### src/rtl/parking_pkg.sv
// Shared types and constants for the parking gate scheduler.
package parking_pkg;

    typedef enum logic {
        G_IDLE = 1'b0,
        G_OPEN = 1'b1
    } gate_state_t;

    localparam int unsigned MAX_GATES = 8;

    // Encoding of gate_is_exit.
    localparam logic DIR_ENTRY = 1'b0;
    localparam logic DIR_EXIT  = 1'b1;

endpackage

### src/rtl/parking_gate_scheduler_rr_arbiter.sv
// Round-robin arbiter: scan starts at the pointer, pointer moves past the winner.
module rr_arbiter #(
    parameter int unsigned N = 4
) (
    input  logic         clk,
    input  logic         reset,
    input  logic [N-1:0] req,
    input  logic         advance,
    output logic [N-1:0] grant,
    output logic         valid
);

    localparam int unsigned PW = (N > 1) ? $clog2(N) : 1;

    logic [PW-1:0] ptr_q, ptr_d;
    logic [PW-1:0] win_idx;
    logic [PW-1:0] sel;
    int unsigned   idx;

    // First requester at or after the pointer, wrapping modulo N.
    always_comb begin
        grant   = '0;
        valid   = 1'b0;
        win_idx = '0;
        sel     = '0;
        idx     = 0;
        for (int unsigned i = 0; i < N; i++) begin
            idx = 32'(ptr_q) + i;
            if (idx >= N) begin
                idx = idx - N;
            end
            sel = idx[PW-1:0];
            if (!valid && req[sel]) begin
                grant[sel] = 1'b1;
                valid      = 1'b1;
                win_idx    = sel;
            end
        end
        ptr_d = (win_idx == PW'(N - 1)) ? '0 : win_idx + PW'(1);
    end

    // Pointer register, moves only when a decision is taken.
    always_ff @(posedge clk) begin
        if (reset) begin
            ptr_q <= '0;
        end else if (advance && valid) begin
            ptr_q <= ptr_d;
        end
    end

endmodule

### src/rtl/parking_gate_scheduler.sv
// Multiplexes gate entry/exit requests onto the single-event occupancy board.
module parking_gate_scheduler
    import parking_pkg::*;
#(
    parameter int unsigned NUM_GATES   = 4,
    parameter int unsigned OPEN_CYCLES = 8,
    parameter int unsigned CNT_W       = 16
) (
    input  logic                 clk,
    input  logic                 reset,
    input  logic [NUM_GATES-1:0] gate_req,
    input  logic [NUM_GATES-1:0] gate_is_exit,
    input  logic [NUM_GATES-1:0] gate_is_uni,
    input  logic                 uni_is_vacated_space,
    input  logic                 is_vacated_space,
    output logic                 car_entered,
    output logic                 is_uni_car_entered,
    output logic                 car_exited,
    output logic                 is_uni_car_exited,
    output logic [NUM_GATES-1:0] gate_ack,
    output logic [NUM_GATES-1:0] gate_nack,
    output logic [NUM_GATES-1:0] barrier_open,
    output logic [CNT_W-1:0]     entries_granted,
    output logic [CNT_W-1:0]     entries_rejected
);

    localparam logic [7:0] OPEN_LOAD = 8'(OPEN_CYCLES);

    gate_state_t            state_q [NUM_GATES];
    gate_state_t            state_d [NUM_GATES];
    logic [7:0]             cnt_q   [NUM_GATES];
    logic [7:0]             cnt_d   [NUM_GATES];

    logic [NUM_GATES-1:0]   entry_req, exit_req, entry_grant, exit_grant;
    logic                   entry_valid, exit_valid, entry_uni, entry_allowed;
    logic                   entry_ok, entry_rej, exit_uni;
    logic [NUM_GATES-1:0]   ack_d;

    logic                   ce_q, ceu_q, cx_q, cxu_q;
    logic [NUM_GATES-1:0]   ack_q, nack_q;
    logic [CNT_W-1:0]       granted_q, rejected_q;

    // Candidate sets; a gate being nacked this cycle is masked so a lingering
    // request is not rejected twice. Entries pause while the board settles.
    always_comb begin
        entry_req = '0;
        exit_req  = '0;
        for (int g = 0; g < NUM_GATES; g++) begin
            if (gate_req[g] && state_q[g] == G_IDLE && !nack_q[g]) begin
                entry_req[g] = (gate_is_exit[g] == DIR_ENTRY) && !ce_q;
                exit_req[g]  = (gate_is_exit[g] == DIR_EXIT);
            end
        end
    end

    rr_arbiter #(.N(NUM_GATES)) u_entry_arb (
        .clk     (clk),
        .reset   (reset),
        .req     (entry_req),
        .advance (1'b1),
        .grant   (entry_grant),
        .valid   (entry_valid)
    );

    rr_arbiter #(.N(NUM_GATES)) u_exit_arb (
        .clk     (clk),
        .reset   (reset),
        .req     (exit_req),
        .advance (1'b1),
        .grant   (exit_grant),
        .valid   (exit_valid)
    );

    // Vacancy decision; university cars may fall back to public spaces.
    always_comb begin
        entry_uni     = |(entry_grant & gate_is_uni);
        exit_uni      = |(exit_grant & gate_is_uni);
        entry_allowed = entry_uni ? (uni_is_vacated_space | is_vacated_space)
                                  : is_vacated_space;
        entry_ok      = entry_valid & entry_allowed;
        entry_rej     = entry_valid & ~entry_allowed;
        ack_d         = (entry_ok ? entry_grant : '0) | (exit_valid ? exit_grant : '0);
    end

    // Per-gate barrier FSM next state.
    always_comb begin
        for (int g = 0; g < NUM_GATES; g++) begin
            state_d[g] = state_q[g];
            cnt_d[g]   = cnt_q[g];
            unique case (state_q[g])
                G_IDLE: begin
                    if (ack_d[g]) begin
                        state_d[g] = G_OPEN;
                        cnt_d[g]   = OPEN_LOAD;
                    end
                end
                G_OPEN: begin
                    if (cnt_q[g] == 8'd1) begin
                        state_d[g] = G_IDLE;
                        cnt_d[g]   = 8'd0;
                    end else begin
                        cnt_d[g] = cnt_q[g] - 8'd1;
                    end
                end
                default: begin
                    state_d[g] = G_IDLE;
                    cnt_d[g]   = 8'd0;
                end
            endcase
        end
    end

    // Gate FSM state registers.
    always_ff @(posedge clk) begin
        for (int g = 0; g < NUM_GATES; g++) begin
            if (reset) begin
                state_q[g] <= G_IDLE;
                cnt_q[g]   <= 8'd0;
            end else begin
                state_q[g] <= state_d[g];
                cnt_q[g]   <= cnt_d[g];
            end
        end
    end

    // Registered handshake pulses, board pulses and saturating statistics.
    always_ff @(posedge clk) begin
        if (reset) begin
            ack_q      <= '0;
            nack_q     <= '0;
            ce_q       <= 1'b0;
            ceu_q      <= 1'b0;
            cx_q       <= 1'b0;
            cxu_q      <= 1'b0;
            granted_q  <= '0;
            rejected_q <= '0;
        end else begin
            ack_q  <= ack_d;
            nack_q <= entry_rej ? entry_grant : '0;
            ce_q   <= entry_ok;
            ceu_q  <= entry_ok & entry_uni;
            cx_q   <= exit_valid;
            cxu_q  <= exit_valid & exit_uni;
            if (entry_ok && granted_q != '1) begin
                granted_q <= granted_q + CNT_W'(1);
            end
            if (entry_rej && rejected_q != '1) begin
                rejected_q <= rejected_q + CNT_W'(1);
            end
        end
    end

    // Output drive.
    always_comb begin
        for (int g = 0; g < NUM_GATES; g++) begin
            barrier_open[g] = (state_q[g] == G_OPEN);
        end
        gate_ack           = ack_q;
        gate_nack          = nack_q;
        car_entered        = ce_q;
        is_uni_car_entered = ceu_q;
        car_exited         = cx_q;
        is_uni_car_exited  = cxu_q;
        entries_granted    = granted_q;
        entries_rejected   = rejected_q;
    end

endmodule

### config.mk
export PLATFORM = sky130hd
export DESIGN_NAME = parking_gate_scheduler
export DESIGN_NICKNAME = d
export VERILOG_FILES = /design/src/rtl/parking_pkg.sv /design/src/rtl/parking_gate_scheduler_rr_arbiter.sv /design/src/rtl/parking_gate_scheduler.sv
export SDC_FILE = /design/constraint.sdc
export NUM_CORES = 1
export LEC_CHECK = 0
export ABC_AREA = 1
export ABC_CLOCK_PERIOD_IN_PS = 2900
export BUFFER_PORTS_ARGS = -buffer_cell sky130_fd_sc_hd__buf_2
export CAP_MARGIN = 20
export CORE_UTILIZATION = 30
export CTS_BUF_LIST = sky130_fd_sc_hd__clkbuf_4 sky130_fd_sc_hd__clkbuf_8
export CTS_CLUSTER_DIAMETER = 200
export CTS_CLUSTER_SIZE = 12
export DETAILED_ROUTE_END_ITERATION = 7
export PLACE_DENSITY = 0.48
export SKIP_LAST_GASP = 1
export SLEW_MARGIN = 40
export SYNTH_ARGS = -nofsm -noshare
export SYNTH_HDL_FRONTEND = slang
export SYNTH_SLANG_ARGS = --single-unit
### constraint.sdc
create_clock -name clk -period 2.9 [get_ports clk]
set_input_delay 0.87 -clock clk [delete_from_list [all_inputs] [get_ports clk]]
set_output_delay 0.87 -clock clk [all_outputs]
set_load 0.02 [all_outputs]
# == After elaboration in Yosys (flattened, before gate mapping) ==
# Memories as Yosys holds them, arrays and structs flattened.
# Cells that the tools add are included.
# classes
eq_ne,8
n_reduce_logical,42
mux,112
addsub,22
n_lt_le_gt_ge,24
n_bitwise,32
# op_table
op,count
2-to-1 mux 8 bit,12
case mux 8 bit (2 select lines),4
2-to-1 mux 1 bit,48
2-to-1 mux 4 bit,10
2-to-1 mux 2 bit,18
adder 16 x 1 -> 16 bit (second input constant),2
== test 8 x 1 -> 1 bit (second input constant),4
!= test 16 bit (second input constant),2
subtractor 8 x 1 -> 8 bit (second input constant),4
logical AND 1 bit,28
bitwise OR 4 bit,7
less-than comparator 2 x 3 -> 1 bit (second input constant),8
greater-or-equal comparator 3 bit (second input constant),6
binary-select mux 1 bit (select 2 bit),8
demux 1 bit (select 2 bit),8
greater-or-equal comparator 2 x 1 -> 1 bit (second input constant),8
subtractor 2 x 1 -> 2 bit (second input constant),8
adder 2 x 2 -> 3 bit (second input constant),4
zero test 1 bit,11
inverter 1 bit,10
bitwise OR 1 bit,9
AND 4 bit,2
case mux 1 bit (2 select lines),4
OR reduction 4 bit,2
other kinds (6),13
# totals
ramBits,36
input_bits,16
register_bits,48
memories,2
word_cells,252
output_inout_bits,48
# mem_list
memory,depth,word_bits,rd,rd_ports_with_merged_regs,write_ports,line_no,rtl
cnt_q,4,8,4,0,4,parking_gate_scheduler.sv:31,logic [7:0] cnt_q [NUM_GATES];
state_q,4,1,4,0,4,parking_gate_scheduler.sv:29,gate_state_t state_q [NUM_GATES];

# == Longest topological paths before layout ==
# An unclocked memory read counts as a cell.
# logic_depth
depth_word,26
ltp_mapped,21
depth_no_buf,21

# == Modules after synthesis ==
# From an unflattened synthesis, not the netlist that was laid out.
# unflattened
cells_unflattened,770
area_unflattened_um2,5429.0
# modules_own_cells
module,cells_per_inst,area_each_um2,instances,seq_area_each_um2
parking_gate_scheduler,596,4227.8,1,1601.5
rr_arbiter (u_entry_arb),87,606.8,1,40.0
rr_arbiter (u_exit_arb),87,594.3,1,40.0

# == Least setup slack after synthesis ==
# OpenSTA, ideal clock, no wires.
# synth_timing
kind,input -> register
startpoint,in gate_req[3]
endpoint,"reg granted_q[3], in the netlist entries_granted[3]"
n_path_buf,1
arrival_ns,2.570
required_time_ns,2.758
path_stages,20
slack_ns,0.188
setup_ns,0.142
cell_sequence,inv_1 -> nor2_1 -> nand4_1 -> nand3_2 -> nand2_4 -> nand3_1 -> nand2_1 -> nor2_2 -> nand2_2 -> nand2_2 -> nand2_4 -> nor2_4 -> nor2_4 -> nor2_4 -> nor2_4 -> nand2_4 -> inv_6 -> buf_12 -> nand2_2 -> a21oi_2
# synth_via
elab_chain_cells,20
elab_cells_between_ends,33
cone_classes,mux: 18; bitwise: 5; reduce/logical: 10
# synth_lines
item,line_no,rtl
start: declaration,parking_gate_scheduler.sv:11,"input logic [NUM_GATES-1:0] gate_req,"
logical AND 1 bit (*) (2 in a row),parking_gate_scheduler.sv:49,if (gate_req[g] && state_q[g] == G_IDLE && !nack_q[g]) begin
2-to-1 mux 1 bit (*),parking_gate_scheduler.sv:49,
binary-select mux 1 bit (select 2 bit),parking_gate_scheduler_rr_arbiter.sv:33,if (!valid && req[sel]) begin
2-to-1 mux 1 bit (implied by the code),parking_gate_scheduler_rr_arbiter.sv:33,
2-to-1 mux 1 bit,parking_gate_scheduler_rr_arbiter.sv:33,
zero test 1 bit,parking_gate_scheduler_rr_arbiter.sv:33,
logical AND 1 bit,parking_gate_scheduler_rr_arbiter.sv:33,
2-to-1 mux 1 bit,parking_gate_scheduler_rr_arbiter.sv:33,
[3 not listed],-,
zero test 1 bit,parking_gate_scheduler_rr_arbiter.sv:33,
logical AND 1 bit,parking_gate_scheduler_rr_arbiter.sv:33,
2-to-1 mux 4 bit,parking_gate_scheduler_rr_arbiter.sv:33,
AND 4 bit,parking_gate_scheduler.sv:76,entry_uni = |(entry_grant & gate_is_uni);
OR reduction 4 bit,parking_gate_scheduler.sv:76,
2-to-1 mux 1 bit,parking_gate_scheduler.sv:78,entry_allowed = entry_uni ? (uni_is_vacated_space | is_vacated_space)
AND 1 bit (*),parking_gate_scheduler.sv:80,entry_ok = entry_valid & entry_allowed;
logical AND 1 bit (*),parking_gate_scheduler.sv:144,if (entry_ok && granted_q != '1) begin
end signal: assignment,parking_gate_scheduler.sv:145,granted_q <= granted_q + CNT_W'(1);
end: declaration,parking_gate_scheduler.sv:41,"logic [CNT_W-1:0] granted_q, rejected_q;"
# Mark *: on every way between the ends. The rest lies on a longest branch, timed or not. The select of a mux whose other input is x is not followed.
# A chain may end at the register's enable or synchronous reset.

# == Worst setup path in the final report ==
# layout_timing
startpoint,in gate_req[2]
endpoint,"reg rejected_q[14], in the netlist entries_rejected[14]"
# layout_via
elab_chain_cells,21
elab_cells_between_ends,34
cone_classes,mux: 18; bitwise: 6; reduce/logical: 10
# layout_lines
item,line_no,rtl
logical AND 1 bit (*) (2 in a row),parking_gate_scheduler.sv:49,
2-to-1 mux 1 bit (*),parking_gate_scheduler.sv:49,
binary-select mux 1 bit (select 2 bit),parking_gate_scheduler_rr_arbiter.sv:33,
2-to-1 mux 1 bit (implied by the code),parking_gate_scheduler_rr_arbiter.sv:33,
2-to-1 mux 1 bit,parking_gate_scheduler_rr_arbiter.sv:33,
zero test 1 bit,parking_gate_scheduler_rr_arbiter.sv:33,
logical AND 1 bit,parking_gate_scheduler_rr_arbiter.sv:33,
2-to-1 mux 1 bit,parking_gate_scheduler_rr_arbiter.sv:33,
[4 not listed],-,
logical AND 1 bit,parking_gate_scheduler_rr_arbiter.sv:33,
2-to-1 mux 4 bit,parking_gate_scheduler_rr_arbiter.sv:33,
AND 4 bit,parking_gate_scheduler.sv:76,
OR reduction 4 bit,parking_gate_scheduler.sv:76,
2-to-1 mux 1 bit,parking_gate_scheduler.sv:78,
inverter 1 bit,parking_gate_scheduler.sv:81,entry_rej = entry_valid & ~entry_allowed;
AND 1 bit (*),parking_gate_scheduler.sv:81,
logical AND 1 bit (*),parking_gate_scheduler.sv:147,if (entry_rej && rejected_q != '1) begin
end signal: assignment,parking_gate_scheduler.sv:148,rejected_q <= rejected_q + CNT_W'(1);
end: declaration,parking_gate_scheduler.sv:41,
# Marks and branches as above.

==> results_dict.tcl <==
set metrics [dict create \
    ant_nets 0 \
    synthTopCellsByArea "dfxtp_1, nand2_1, inv_1" \
    power_density_nw_per_um2 1040 \
    fp.dieH_um 138 \
    cp_cell_sequence "buf_2 > inv_1 > nor2_1 > buf_4 > nand4_2 > nand3_2 > nand2_4 > inv_2 > nand2_1 > nand2_1 > nor2_2 > nand2_2 > nand2_2 > nand2_4 > nor2_4 > nor2_4 > nor2_4 > nand3_2 > buf_4 > nand2_1 > a21oi_1" \
    cts_root_buf "clkbuf_8" \
    final_net_count 931 \
    cp_slowest_cell "buf_4" \
    grt_max_degree 68 \
    cts_made_buffers 9 \
    clock_sinks 84 \
    min_path_type "reg2reg" \
    grt.total_usage_pct 16.1 \
    synth_seq_cells 84 \
    io_pins 64 \
    coreArea_um2 18000 \
    synthCells 778 \
    row_count 49 \
    ys_seq_area_share_pct 30.4 \
    cp.required_ns 3.16 \
    drt_first_pass_iters 4 \
    peakVddDrop_v 0.000397 \
    cap_viol_max_count 0 \
    via_per_inst 4.69 \
    max_stage_delay_ns 0.23 \
    crit_fanout 8 \
    synthFlopType "dfxtp_1" \
    dp_hpwl_um 10600 \
    cts_tree "done" \
    wirelength_um 14400 \
    design_area_um2 6730 \
    port_buffers 63 \
    syn_avg_cell_area_um2 7.11 \
    cts_hold_buf 0 \
    drt_iter0_drc 277 \
    start_util_pct 30.7 \
    pre_cts_slack_ns -0.197 \
    area_growth_pct 21.7 \
    cts_buffer_depth 2 \
    async_flop_share_pct 0 \
    status "complete, no violations" \
    cts.htree.levels 3 \
    endpoint_kind "flop" \
    slew_headroom_pct 65.3 \
    drc 0 \
    vias 5265 \
    startpoint_type "primary input" \
    clock_latency_ns 0.39 \
    p_leak_nw 2.93 \
    synth_top_area_share_pct 30.4 \
    die_area_um2 19000 \
    antenna_found_initial 0 \
    period_share_pct 91.1 \
    final.setup.worst_slack_ns 0.257 \
    fillers 1974 \
    rsz0062_at_grt "false" \
    path_depth 21 \
    min_period_ns 2.64 \
    grt_overflow 0 \
    drv_slew 0 \
    setup_viol 0 \
    gp_congestion 0.849 \
    seqCellArea_um2 1680 \
    tightest_slew_ns 0.520 \
    synth_commonest_cells "nand2_1, inv_1, dfxtp_1, nor2_1, a21oi_1" \
    crit_buf_inv 5 \
    hold-path-cell-count 2 \
    synth_edf_count 0 \
    diodes 0 \
    drive_above_1_share_pct 24.4 \
    syn_nets 820 \
    path_delay_family "simple AND/OR/NAND/NOR gates" \
    fmax_mhz 378 \
    die_w_um 138 \
    reg2regPathDepth 18 \
    hold-worst-slack_ns 0.490 \
    multi_input_area_um2 3360 \
    synth_warnings 0 \
    finalPower_w 0.00699 \
    finalHoldViolations 0 \
    ys_types 41 \
    grt_pass1_wl_um 23700 \
    dpl_cell_area_um2 6500 \
    cts.clk_slew.worst_paths_ns 0.09 \
    grt_pass1_vias 4840 \
    netlist_area_um2 5530 \
    yosysMostFrequentCell "nand2_1" \
    critPathKind "in2reg" \
    finClkSkew_ns 0.00903 \
    drt-wirelength-per-cell_um 12.8 \
    critPathArrivalTime_ns 2.90 \
    yosysTopAreaCell "dfxtp_1" \
]
where the power goes:
group | internal (W) | switching, W
Clock | 0.000472 | 0.000482
Sequential | 0.00144 | 0.000253
Combinational | 0.00178 | 0.00256
repair_timing:
action / in CTS / in global routing
gates resized for setup: 0 / 3
setup endpoints to repair: 0 / 7
setup buffers: 0 / 0
hold endpoints to repair: 0 / 0
cells in the final DEF, fill, tap and decap left out, types with 14 or more instances in the layout:
master	n
xor2_1	27
buf_2	63
a21oi_1	59
nand2_1	155
nor2_1	61
ha_1	26
a21oi_2	14
buf_4	47
nand2_2	20
o21ai_0	19
nor3_1	17
nand4_1	42
nand3_1	54
dfxtp_1	84
inv_1	87
state kept, by name, indices dropped and copies added, names as in the netlist, 2 cells and up, named ones only:
name and flops:
cnt_q 32, entries_granted 16, entries_rejected 16, gate_ack 4
gate_nack 4, state_q 4, u_entry_arb.ptr_q 2
kinds of logic (layout without fill, tap and decap cells):
group	Yosys count	count (layout)	share of synthesized area [%]
AND/OR/NAND/NOR	399	399	36.4
flip-flops	84	84	30.4
AO/OA/AOI/OAI	113	113	12.0
XOR/XNOR	40	40	6.33
buffers and inverters	116	232	9.00
adder cells (fa/ha/maj)	26	26	5.88
path summary, 6_finish.rpt:
check / slack (ns) / end / from
setup / recovery: 0.26 / entries_rejected[14] / gate_req[2]
hold / removal: 0.49 / cnt_q[1][1] / cnt_q[1][1]
setup reg to reg: 0.35 / entries_rejected[14] / u_entry_arb.ptr_q[0]
hold reg to reg: 0.49 / cnt_q[1][1] / cnt_q[1][1]
cell type report:
cell class	count	area share, %
Clock buffer	12	2.45
Timing Repair Buffer	117	12.0
Inverter	99	5.60
Clock inverter	4	0.799
Multi-Input combinational cell	578	49.9
Sequential cell	84	25.0
Tap cell	229	4.26
metal layers:
layer	vias up	part of all wire, %	GRT usage [%]
li1	2786	-	-
met1	2393	50	21.1
met2	72	46	26.2
met3	14	3.0	2.80
met4	0	1.6	5.98
met5	-	0	0
per-stage QoR:
step | utilization [%] | TNS (ns) | cells
detailed placement | 36.1 | -10.20 | 1107
global placement | 36.1 | -7.78 | 1107
global route | 37.3 | 0 | 1123
floorplan | - | 0 | 778
finish | 37.3 | 0 | 1123
CTS | 37.3 | 0 | 1123
tightest hold or removal path: cells and delay by family (launching register included):
family / cells / cell delay (ns)
AOI/OAI and AO/OA: 1 / 0.05
DFF: 1 / 0.32
and+or+nand+nor: 1 / 0.08
Power figures use the tool's default switching activity.
